===== config.mk =====
export PLATFORM = sky130hd
export DESIGN_NAME = multicast_tx
export DESIGN_NICKNAME = d
export VERILOG_FILES = /design/src/rtl/multicast_tx.sv
export SDC_FILE = /design/constraint.sdc
export NUM_CORES = 1
export LEC_CHECK = 0
export CORE_MARGIN = 3
export CORE_UTILIZATION = 30
export DETAILED_ROUTE_END_ITERATION = 8
export GPL_ROUTABILITY_DRIVEN = 1
export SYNTH_ARGS = -nofsm -noshare
export SYNTH_HDL_FRONTEND = slang
export SYNTH_SLANG_ARGS = --single-unit

===== constraint.sdc =====
create_clock -name clk -period 3.6 [get_ports clk]
set_input_delay 0.72 -clock clk [delete_from_list [all_inputs] [get_ports clk]]
set_output_delay 0.72 -clock clk [all_outputs]
set_load 0.01 [all_outputs]

===== src/rtl/multicast_tx.sv =====
// multicast_tx
// Source end of the PE multicast bus. Values arriving from the global buffer
// read port are held in a small skid FIFO. Each value is stamped with a
// destination tag and driven onto the bus. Tags rotate round-robin over the
// window base..base+span. The window may wrap through zero. After the
// programmed number of values has been transferred, done pulses for one cycle.
//
// Ports
//   clk           sole clock, rising edge
//   rst_n         synchronous active-low reset
//   cfg_start     single-cycle pulse; latches config and starts a frame (IDLE only)
//   cfg_tag_base  first destination tag
//   cfg_tag_span  window size minus one
//   cfg_total     number of values in the frame
//   in_val        upstream data
//   in_valid      upstream data valid
//   in_ready      upstream value accepted this cycle
//   bus_val       value on the multicast bus (0 when bus_valid=0)
//   bus_tag       destination tag (0 when bus_valid=0)
//   bus_valid     bus word valid
//   bus_ready     receiving network accepted the word
//   busy          frame in progress
//   done          one-cycle pulse after the last bus transfer of a frame
module multicast_tx #(
    parameter int DATA_W     = 16,
    parameter int TAG_W      = 4,
    parameter int FIFO_DEPTH = 4
) (
    input  logic              clk,
    input  logic              rst_n,
    input  logic              cfg_start,
    input  logic [TAG_W-1:0]  cfg_tag_base,
    input  logic [TAG_W-1:0]  cfg_tag_span,
    input  logic [15:0]       cfg_total,
    input  logic [DATA_W-1:0] in_val,
    input  logic              in_valid,
    output logic              in_ready,
    output logic [DATA_W-1:0] bus_val,
    output logic [TAG_W-1:0]  bus_tag,
    output logic              bus_valid,
    input  logic              bus_ready,
    output logic              busy,
    output logic              done
);

    localparam int AW = $clog2(FIFO_DEPTH);
    localparam logic [AW:0] DEPTH_C = FIFO_DEPTH[AW:0];

    typedef enum logic {IDLE, RUN} state_t;

    state_t state, state_nxt;

    logic [TAG_W-1:0]  base_r;
    logic [TAG_W-1:0]  span_r;
    logic [15:0]       total_r;
    logic [15:0]       in_cnt;
    logic [15:0]       out_cnt;
    logic [TAG_W-1:0]  tag_ptr;
    logic              done_r;

    logic [DATA_W-1:0] mem [FIFO_DEPTH];
    logic [AW-1:0]     wr_ptr;
    logic [AW-1:0]     rd_ptr;
    logic [AW:0]       count;

    logic fifo_full, fifo_empty;
    logic push, pop, last_pop, finish;
    logic [TAG_W-1:0] tag_end;

    assign fifo_full  = (count == DEPTH_C);
    assign fifo_empty = (count == '0);

    // No pass-through: a full FIFO refuses input even if it pops this cycle,
    // which keeps bus_ready out of the in_ready path.
    assign in_ready  = (state == RUN) && !fifo_full && (in_cnt < total_r);
    assign bus_valid = (state == RUN) && !fifo_empty;
    assign bus_val   = bus_valid ? mem[rd_ptr] : '0;
    assign bus_tag   = bus_valid ? tag_ptr : '0;
    assign busy      = (state == RUN);
    assign done      = done_r;

    assign push     = in_valid && in_ready;
    assign pop      = bus_valid && bus_ready;
    assign last_pop = pop && ((out_cnt + 16'd1) == total_r);
    // A zero-length frame finishes on its first RUN cycle with no transfers.
    assign finish   = (state == RUN) && ((total_r == 16'd0) || last_pop);

    // Upper end of the tag window; modular add lets the window wrap through 0.
    assign tag_end  = base_r + span_r;

    always_comb begin
        state_nxt = state;
        case (state)
            IDLE: if (cfg_start) state_nxt = RUN;
            RUN:  if (finish)    state_nxt = IDLE;
            default: state_nxt = IDLE;
        endcase
    end

    always_ff @(posedge clk) begin
        if (!rst_n) state <= IDLE;
        else        state <= state_nxt;
    end

    always_ff @(posedge clk) begin
        if (!rst_n) begin
            base_r  <= '0;
            span_r  <= '0;
            total_r <= '0;
            in_cnt  <= '0;
            out_cnt <= '0;
            tag_ptr <= '0;
            done_r  <= 1'b0;
            wr_ptr  <= '0;
            rd_ptr  <= '0;
            count   <= '0;
        end else begin
            done_r <= finish;
            if (state == IDLE) begin
                if (cfg_start) begin
                    base_r  <= cfg_tag_base;
                    span_r  <= cfg_tag_span;
                    total_r <= cfg_total;
                    tag_ptr <= cfg_tag_base;
                    in_cnt  <= '0;
                    out_cnt <= '0;
                    wr_ptr  <= '0;
                    rd_ptr  <= '0;
                    count   <= '0;
                end
            end else begin
                if (push) begin
                    wr_ptr <= wr_ptr + 1'b1;
                    in_cnt <= in_cnt + 16'd1;
                end
                if (pop) begin
                    rd_ptr  <= rd_ptr + 1'b1;
                    out_cnt <= out_cnt + 16'd1;
                    tag_ptr <= (tag_ptr == tag_end) ? base_r : tag_ptr + 1'b1;
                end
                case ({push, pop})
                    2'b10:   count <= count + 1'b1;
                    2'b01:   count <= count - 1'b1;
                    default: count <= count;
                endcase
                // End of frame returns the rotation to the window start.
                if (finish) tag_ptr <= base_r;
            end
        end
    end

    // Storage carries data only; validity is tracked by the pointers.
    always_ff @(posedge clk) begin
        if (push) mem[wr_ptr] <= in_val;
    end

endmodule


==> results of run 1 <==
-- state kept, by name, summed over array words and instances (netlist names), named ones only --
register	flops
in_cnt	16
span_r	4
rd_ptr	2
tag_ptr	4
mem	64
count	3
total_r	16
busy	1
out_cnt	16
base_r	4
wr_ptr	2
done	1
-- layout by cell type, fill, tap and decap left out, types with 10 or more instances in the layout --
cell type         n
nand3_1          23
xnor2_1          24
mux4_2           16
clkdlybuf4s50_1  67
inv_1            27
ha_1             25
xor2_1           10
or4_1            10
a21boi_0         13
buf_4            23
a21oi_1          56
nor4_1           11
edfxtp_1         64
o21ai_0          16
nand4_1          14
clkbuf_16        17
dfxtp_1          71
nor2_1           27
and2_1           27
nand2_1          89
-- metrics by stage --
stage	utilization (%)	instances	area (um2)	total power [W]
2_1_floorplan	-	667	6830	0.00192
6_report	37.9	1027	8380	0.00360
3_5_place_dp	35.5	995	7840	0.00208
5_1_grt	37.9	1027	8380	0.00376
3_3_place_gp	35.5	995	7840	0.00207
4_1_cts	37.9	1027	8380	0.00364
-- area by class of cell --
cell class | count | area share, %
clock buffer | 21 | 5.38
clock inverter | 11 | 0.956
inverter | 27 | 1.21
multi-input combinational | 462 | 38.2
sequential | 135 | 39.9
tap | 280 | 4.18
timing repair buffer | 91 | 10.2
-- final timing paths --
path	startpoint	end	slack, ns
max	out_cnt[8]	tag_ptr[1]	0.52
min	span_r[2]	span_r[2]	0.47
min reg2reg	span_r[2]	span_r[2]	0.47
max reg2reg	out_cnt[8]	tag_ptr[1]	0.52
-- cells in the mapped netlist, types with 3 or more instances --
cell	count	share of area [%]
buf_1	4	0.22
nand4_1	14	1.3
inv_1	27	1.5
o211ai_1	4	0.44
xnor2_1	24	3.1
a21boi_0	13	1.4
o22ai_1	3	0.27
nor2_1	27	1.5
mux2i_1	6	0.88
nand2_1	89	4.9
o21a_1	5	0.55
dfxtp_1	71	21
a21oi_1	56	4.1
nor4_1	11	1.0
and2_1	27	2.5
or4_1	10	1.1
a311oi_1	4	0.51
or3_1	4	0.37
and3_1	3	0.27
clkbuf_1	28	1.5
buf_6	3	0.49
nor3_1	9	0.66
and4_1	3	0.38
edfxtp_1	64	28
buf_2	4	0.29
o21ai_0	17	1.2
o31ai_1	7	0.77
ha_1	25	4.6
nor2b_1	4	0.37
nand2b_1	9	0.82
a21o_1	9	0.99
a2111oi_0	3	0.38
mux4_2	16	5.3
nand3_1	23	1.7
xor2_1	10	1.3
-- per-layer routing --
layer,GRT usage [%],routed length (um),vias up
met4,4.63,183,0
met1,18.2,7750,2434
met2,21.5,7450,127
li1,-,-,2563
met3,3.33,772,13
met5,0,0,-
-- timing repair --
action / 4_1_cts / 5_1_grt
hold buffers: 0 / 0
cloned: 0 / 0
gates resized for setup: 1 / 1
endpoints found under the setup margin: 1 / 1
pin swaps: 0 / 1
-- power by group --
part / internal [W] / switching [W] / total [W] / leakage, nW
sequential: 0.00165 / 0.0000375 / 0.00168 / 1.15
clock: 0.000899 / 0.000664 / 0.00156 / 0.256
combinational: 0.000169 / 0.000191 / 0.000360 / 1.55
-- worst register-to-register path: stages, from the launching register on --
cell	delay, ns
dfxtp_1	0.45
and4_1	0.39
nand4_4	0.17
or3_1	0.40
a221o_1	0.31
or4_1	0.71
and3_1	0.26
o311a_1	0.27
-- logic make-up after synthesis --
logic type | after synthesis | share of synthesized area (%)
adders and majority gates | 27 | 5.16
muxes | 22 | 6.15
DFF | 135 | 48.9
buffers and inverters | 70 | 4.39
and+or+nand+nor | 240 | 18.0
xor gates and xnor gates | 34 | 4.36
AOI/OAI and AO/OA | 139 | 13.0
==> metrics.txt, run 1 <==
Avg Inst Size Synth 10.2 um2; post-route clock period utilization 85.6%; required time of the critical path 3.91 ns; clock root buffer clkbuf_16; number of setup buffers added after CTS 0; portion of the post-synthesis area used by sequential elements 48.9%; r2r worst-path depth 7; Die Ht 157 um; DR WL/cell 15.7 um; number of nets still failing antenna checks after routing 0; asr flop ratio synth 0%; headroom to the max-slew limit 56.5%; vias per cell 5.00; leakage power summed over all cells 2.96 nW; crit path DAT 3.39 ns; worst-path maximum fanout 10; first-pass GRT wire length 26,000 um; DRC marker count from the first detailed-route iteration 300; Min-Delay Path Class reg -> reg; final hold violation count 0; maximum number of pins on one net before global-route repair 28; Final Routed Wirelength 16,200 um; peak ir drop on the vdd network 0.000246 V; number of I/O port buffers 68; width of the chip 157 um; via count of the first global-routing pass 4,903; worst hold slack 0.467 ns; cts bufs inserted 17; initial antenna violation count 0; measured slew at the worst slew-check pin 0.652 ns; proportion of layout cells with a drive suffix above 1 10.0%; Setup-failing EPs final 0; fill cell count 2,135; CP endpoint kind flip-flop; maximum clock insertion buffer count 2; gate count of the mapped netlist 667; Synth Register Bits 135; number of slew-limit violations in the final report 0; total number of vias 5,137; slowest stage cell, crit path or4_1; cell count along the critical path 7; pre-CTS setup slack 0.450 ns; area of the multi-input gates 0.00320 mm2; number of antenna cells inserted 0; net count after synthesis 739; netlist area before placement 0.00683 mm2; clock slew at reported path FFs 0.06 ns; floorplan core area 0.0221 mm2; worst path buffer plus inverter count 0; HPWL reported at the end of detailed placement 11,300 um; final critical delay including setup and external delays 3.08 ns; peak per-stage delay on the critical path 0.71 ns; number of flops mapped to enable cells by yosys 64; total routing usage reported by global routing 13.5%; category of the most critical setup path reg -> reg; Placer Congestion 0.855; minimum setup slack in the final design 0.519 ns; drt pass-1 iters 4; Synth warnings 0; insertion delay to the later sink of the worst-skew pair 0.43 ns; startpoint type of the worst setup path flip-flop; most used flip-flop cell after synthesis dfxtp_1; achievable clock frequency 0.325 GHz; depth of the worst hold-timing path 2; Total Negative Setup Slacks 0 ns; sequence of cells on the critical path and4_1 > nand4_4 > or3_1 > a221o_1 > or4_1 > and3_1 > o311a_1; layout-stage area growth over the synthesis result 22.6%; number of ports placed on the die boundary 69; dominant delay contributor by cell family on the critical path simple AND/OR/NAND/NOR gates; global route total overflow 0; number of distinct standard cells referenced by the synthesized netlist 57; clk sinks 135; outcome complete, no violations; TritonCTS clock tree built; number of rows created at floorplan 54; power per cell area 430 mW/mm2; sequential standard cell area 0.00334 mm2; worst setup skew after layout 0.0155 ns; maxcap violations 0; Die Area 0.0246 mm2; RSZ-0062 raised after global routing false; drt drc 0; Initial Util 30.9%; count of nets after finishing 806; # H-tree levels 4
Note: power is estimated with default switching activity, not from simulation.
==> run 2, diff against run 1 <==
Settings changed: CTS_BUF_LIST from default to sky130_fd_sc_hd__clkbuf_2.
==> run 2 against run 1 <==
Die area stayed put. Combinational power about the same. Core utilization decreased by 1.5 points. Sequential power about the same. Non-clock buffer count grew 1. Setup slack worse by 0.29 ns. Wire length fell by 0.92%. Via count down 0.16%. Worst hold slack gained 0.013 ns. Register-to-register slack about the same. Fmax decreased by 8.5%. Final cell count rose by 0.29%.
==> metrics.txt, run 2 (synthesis results as in run 1) <==
outcome complete, no violations; maxcap violations 0; count of nets after finishing 807; Placer Congestion 0.855; floorplan core area 0.0221 mm2; width of the chip 157 um; # H-tree levels 4; vias per cell 4.98; global route total overflow 0; clock slew at reported path FFs 0.21 ns; drt drc 0; peak per-stage delay on the critical path 0.47 ns; maximum clock insertion buffer count 2; required time of the critical path 2.88 ns; Initial Util 30.9%; Die Ht 157 um; Worst path most repeated cell a21o_1; met3 routed WL 700 um; crit path DAT 2.65 ns; Final Routed Wirelength 16,000 um; number of slew-limit violations in the final report 0; leakage power summed over all cells 2.82 nW; Total Negative Setup Slacks 0 ns; category of the most critical setup path reg -> out; clk sinks 135; number of I/O port buffers 68; startpoint type of the worst setup path flip-flop; RSZ-0062 raised after global routing false; worst setup skew after layout 0.0289 ns; top routing layer used met4; number of placed instances, taps included 995; worst path buffer plus inverter count 1; post-route clock period utilization 93.6%; proportion of layout cells with a drive suffix above 1 11.1%; CP endpoint kind output port; Setup-failing EPs final 0; final critical delay including setup and external delays 3.37 ns; worst hold slack 0.480 ns; maximum number of pins on one net before global-route repair 28; DRC marker count from the first detailed-route iteration 342; sum of routed wire segments on met1 7780 um; headroom to the max-slew limit 56.8%; Biggest register mem; drt pass-1 iters 4; top library cells by usage in the layout, fill and taps aside nand2_1 (89), dfxtp_1 (67), clkdlybuf4s50_1 (67), edfxtp_1 (64), a21oi_1 (55); Min-Delay Path Class reg -> reg; via count of the first global-routing pass 4,877; number of flip-flops under the largest register name 64; TritonCTS clock tree built; total routing usage reported by global routing 13.3%; layout-stage area growth over the synthesis result 17.8%; measured slew at the worst slew-check pin 0.648 ns; instance area after placement 0.00784 mm2; power per cell area 347 mW/mm2; fill cell count 2,174; achievable clock frequency 0.297 GHz; number of ports placed on the die boundary 69; slowest stage cell, crit path dfxtp_1; detailed-routed wire length on met2 7370 um; Die Area 0.0246 mm2; worst-path maximum fanout 5; number of standard cells in the layout, taps in and fillers out 1,030; number of rows created at floorplan 54; first-pass GRT wire length 25,700 um; cts bufs inserted 17; DR WL/cell 15.5 um; most frequent standard cell in the layout excluding fill and tap cells nand2_1; initial antenna violation count 1; total number of vias 5,129; finished layout cell area 0.00805 mm2; peak ir drop on the vdd network 0.000155 V; final hold violation count 0; number of nets still failing antenna checks after routing 0; clock root buffer clkbuf_2; insertion delay to the later sink of the worst-skew pair 0.68 ns; HPWL reported at the end of detailed placement 11,300 um; dominant delay contributor by cell family on the critical path compound AO/OA/AOI/OAI gates; sequence of cells on the critical path ha_1 > a21o_1 > a21o_1 > a2111o_1 > a21oi_2 > dlygate4sd2_1
==> run 2: cell count changes in the layout (fill, tap and decap cells not counted), sizes merged <==
cell	delta
dlymetal6s2s	-1
buf	+1
clkbuf	-1
dlygate4sd2	+1
clkinv	+1
diode	+2
==> run 2: power by group <==
group,total (W),switching [W],internal (W)
Sequential,0.00168,0.0000378,0.00165
Clock,0.000751,0.000564,0.000188
Combinational,0.000362,0.000192,0.000170
==> run 2: area by class of cell <==
cell class	count	area, um2	share of cell area [%]
tap	280	350	4.35
timing repair buffer	92	860	10.7
sequential	135	3350	41.6
clock inverter	12	83.8	1.04
antenna	2	5.00	0.0622
clock buffer	20	100	1.24
multi-input combinational	462	3200	39.8
inverter	27	101	1.26
==> run 2: metrics by stage <==
step / worst slack [ns] / utilization (%) / power [W]
floorplan: 0.551 / - / 0.00192
global placement: 0.478 / 35.5 / 0.00207
detailed placement: 0.450 / 35.5 / 0.00208
CTS: 0.106 / 36.4 / 0.00283
global route: 0.0221 / 36.4 / 0.00296
finish: 0.232 / 36.4 / 0.00280
==> run 2: timing repair <==
item | CTS | global route
hold buffers | 0 | 0
pin swaps | 0 | 1
buffers inserted | 0 | 1
hold endpoints to repair | 0 | 0
resized for setup | 6 | 2
endpoints found under the setup margin | 1 | 1
==> run 2: worst register-to-register path, cell delays in order (launching register included) <==
cell and delay, ns:
dfxtp_1 0.57, and4_1 0.36, nand3_1 0.17, or3_1 0.38, a221o_1 0.31, or4_1 0.72, and3_1 0.26, o311a_1 0.27
==> run 2: layer usage <==
metal	track usage [%]	vias to the layer above
met5	0	-
met4	3.96	0
met1	18.1	2427
li1	-	2565
met2	21.2	128
met3	3.00	9
==> run 2: worst paths after layout <==
| path | startpoint | to | slack (ns) | depth (start not counted) |
|---|---|---|---|---|
| worst max-delay path | in_cnt[1] | in_ready | 0.23 | 6 |
| worst max register to register | out_cnt[2] | tag_ptr[1] | 0.51 | 7 |
| worst min-delay path | span_r[2] | span_r[2] | 0.48 | 2 |
| worst min register to register | span_r[2] | span_r[2] | 0.48 | 2 |
==> run 3, diff against run 2 <==
Settings changed: SETUP_SLACK_MARGIN from default to 0.3.
Clock period 3.6 ns to 3.4 ns, I/O delays scaled along.
==> run 3 against run 2 <==
Wire length grew 4.9%. Total power grew 17%. Flip-flop and latch count is the same. Sequential share of layout area shrank 1.3 points. Clock-buffer cell count shrank 1. Core utilization grew 1.6 points. Critical endpoint unchanged. Largest power group unchanged.
==> metrics.txt, run 3 (synthesis results as in run 1) <==
Worst path most repeated cell a21o_1; maximum clock insertion buffer count 2; DRC marker count from the first detailed-route iteration 254; worst hold slack 0.472 ns; # H-tree levels 4; Total Negative Setup Slacks 0 ns; sequence of cells on the critical path ha_4 > a21o_1 > a21o_1 > a2111o_1 > a21oi_2 > buf_2; Min-Delay Path Class in -> reg; via count of the first global-routing pass 4,997; initial antenna violation count 1; final critical delay including setup and external delays 3.13 ns; slowest stage cell, crit path a2111o_1; proportion of layout cells with a drive suffix above 1 17.2%; critical register-to-register path startpoint in_cnt[13]; first-pass GRT wire length 26,500 um; number of nets still failing antenna checks after routing 0; measured slew at the worst slew-check pin 0.743 ns; Die Ht 157 um; Biggest register mem; worst path buffer plus inverter count 1; Initial Util 30.9%; clock slew at reported path FFs 0.22 ns; pre-CTS setup slack 0.250 ns; maxcap violations 0; RSZ-0062 raised after global routing true; required time of the critical path 2.72 ns; reg-to-reg setup timing slack 0.34 ns; drt pass-1 iters 5; HPWL reported at the end of detailed placement 11,500 um; vias per cell 5.05; drt drc 0; category of the most critical setup path reg -> out; Die Area 0.0246 mm2; post-route clock period utilization 92.0%; top library cells by usage in the layout, fill and taps aside nand2_1 (89), edfxtp_1 (64), a21oi_1 (52), clkdlybuf4s50_1 (50), dfxtp_1 (48); core utilization of the finished layout 38.1%; TritonCTS clock tree built; crit path DAT 2.45 ns; floorplan core area 0.0221 mm2; insertion delay to the later sink of the worst-skew pair 0.72 ns; cts bufs inserted 17; total number of vias 5,271; Hold Startpoint cfg_total[14]; Placer Congestion 0.836; total routing usage reported by global routing 13.6%; width of the chip 157 um; worst-path maximum fanout 2; global route total overflow 0; peak per-stage delay on the critical path 0.45 ns; clock root buffer clkbuf_2; number of slew-limit violations in the final report 0; number of ports placed on the die boundary 69; cell count along the critical path 6; leakage power summed over all cells 3.27 nW; DR WL/cell 16.1 um; capture point of the worst reg-to-reg path count[2]; Final Routed Wirelength 16,800 um; number of I/O port buffers 68; depth of the worst hold-timing path 3; power per cell area 388 mW/mm2; minimum setup slack in the final design 0.271 ns; headroom to the max-slew limit 50.4%; maximum number of pins on one net before global-route repair 24; dominant delay contributor by cell family on the critical path compound AO/OA/AOI/OAI gates; fraction of met2 tracks used by global routing 20.9%; clk sinks 135; r2r worst-path depth 15; most frequent standard cell in the layout excluding fill and tap cells nand2_1; met3 track utilization from global routing 3.33%; Overall Power 0.00327 W; Setup-failing EPs final 0; number of flip-flops under the largest register name 64; global routing's busiest layer met2; outcome complete, no violations; number of rows created at floorplan 54; achievable clock frequency 0.320 GHz; final hold violation count 0; startpoint type of the worst setup path flip-flop; WHS Endpoint total_r[14]; count of nets after finishing 822; Global Route met1 Usage 19.1%; peak ir drop on the vdd network 0.000187 V; CP endpoint kind output port; Worst setup startpoint in_cnt[1]; worst setup skew after layout 0.0334 ns; hold buffer count at cts 0; layout-stage area growth over the synthesis result 23.1%
==> run 3: cell count changes in the layout (fill, tap and decap cells not counted), moves of 4 or more <==
cell / delta
buf_4: +12
dfxtp_4: +8
dlymetal6s2s_1: +17
inv_6: +4
dfxtp_2: +11
clkdlybuf4s50_1: -17
dfxtp_1: -19
==> run 3: cell type report <==
type	count	area [um2]
Tap cell	280	350
Antenna cell	1	2.50
Clock buffer	19	95.1
Fill cell	2216	13700
Clock inverter	12	168
Multi-Input combinational cell	462	3260
Sequential cell	135	3390
Inverter	27	101
Timing Repair Buffer	107	1040
==> run 3: worst min-delay path: cells and delay by family <==
family | cells | cell delay [ns]
AOI/OAI and AO/OA | 1 | 0.05
buffers and inverters | 1 | 0.39
and+or+nand+nor | 1 | 0.05
==> run 3: worst max path at each step <==
stage | end
after floorplan | count[2]
after global placement | in_ready
final | in_ready
after detailed placement | in_ready
after global routing | in_ready
after CTS | bus_val[12]
==> run 3: what timing repair did <==
item                                    CTS  global route
endpoints found under the setup margin   18            89
cloned                                    0             1
resized for setup                        25            46
buffers inserted                          8             4
pin swaps                                 8             3
==> run 3: per-layer routing <==
layer | up-vias | share of wire, %
li1 | 2587 | -
met1 | 2537 | 48
met2 | 133 | 46
met3 | 14 | 5.1
met4 | 0 | 1.2
met5 | - | 0
==> run 3: where the power goes <==
group | internal (W) | leakage [nW] | switching, W
clock network | 0.000430 | 0.158 | 0.000646
logic | 0.000196 | 1.95 | 0.000216
registers | 0.00174 | 1.17 | 0.0000392
==> run 3: per-stage QoR <==
stage               area, um2  cells
finish                   8410   1043
global route             8410   1043
CTS                      8230   1037
detailed placement       7860    998
global placement         7860    998
floorplan                6830    667
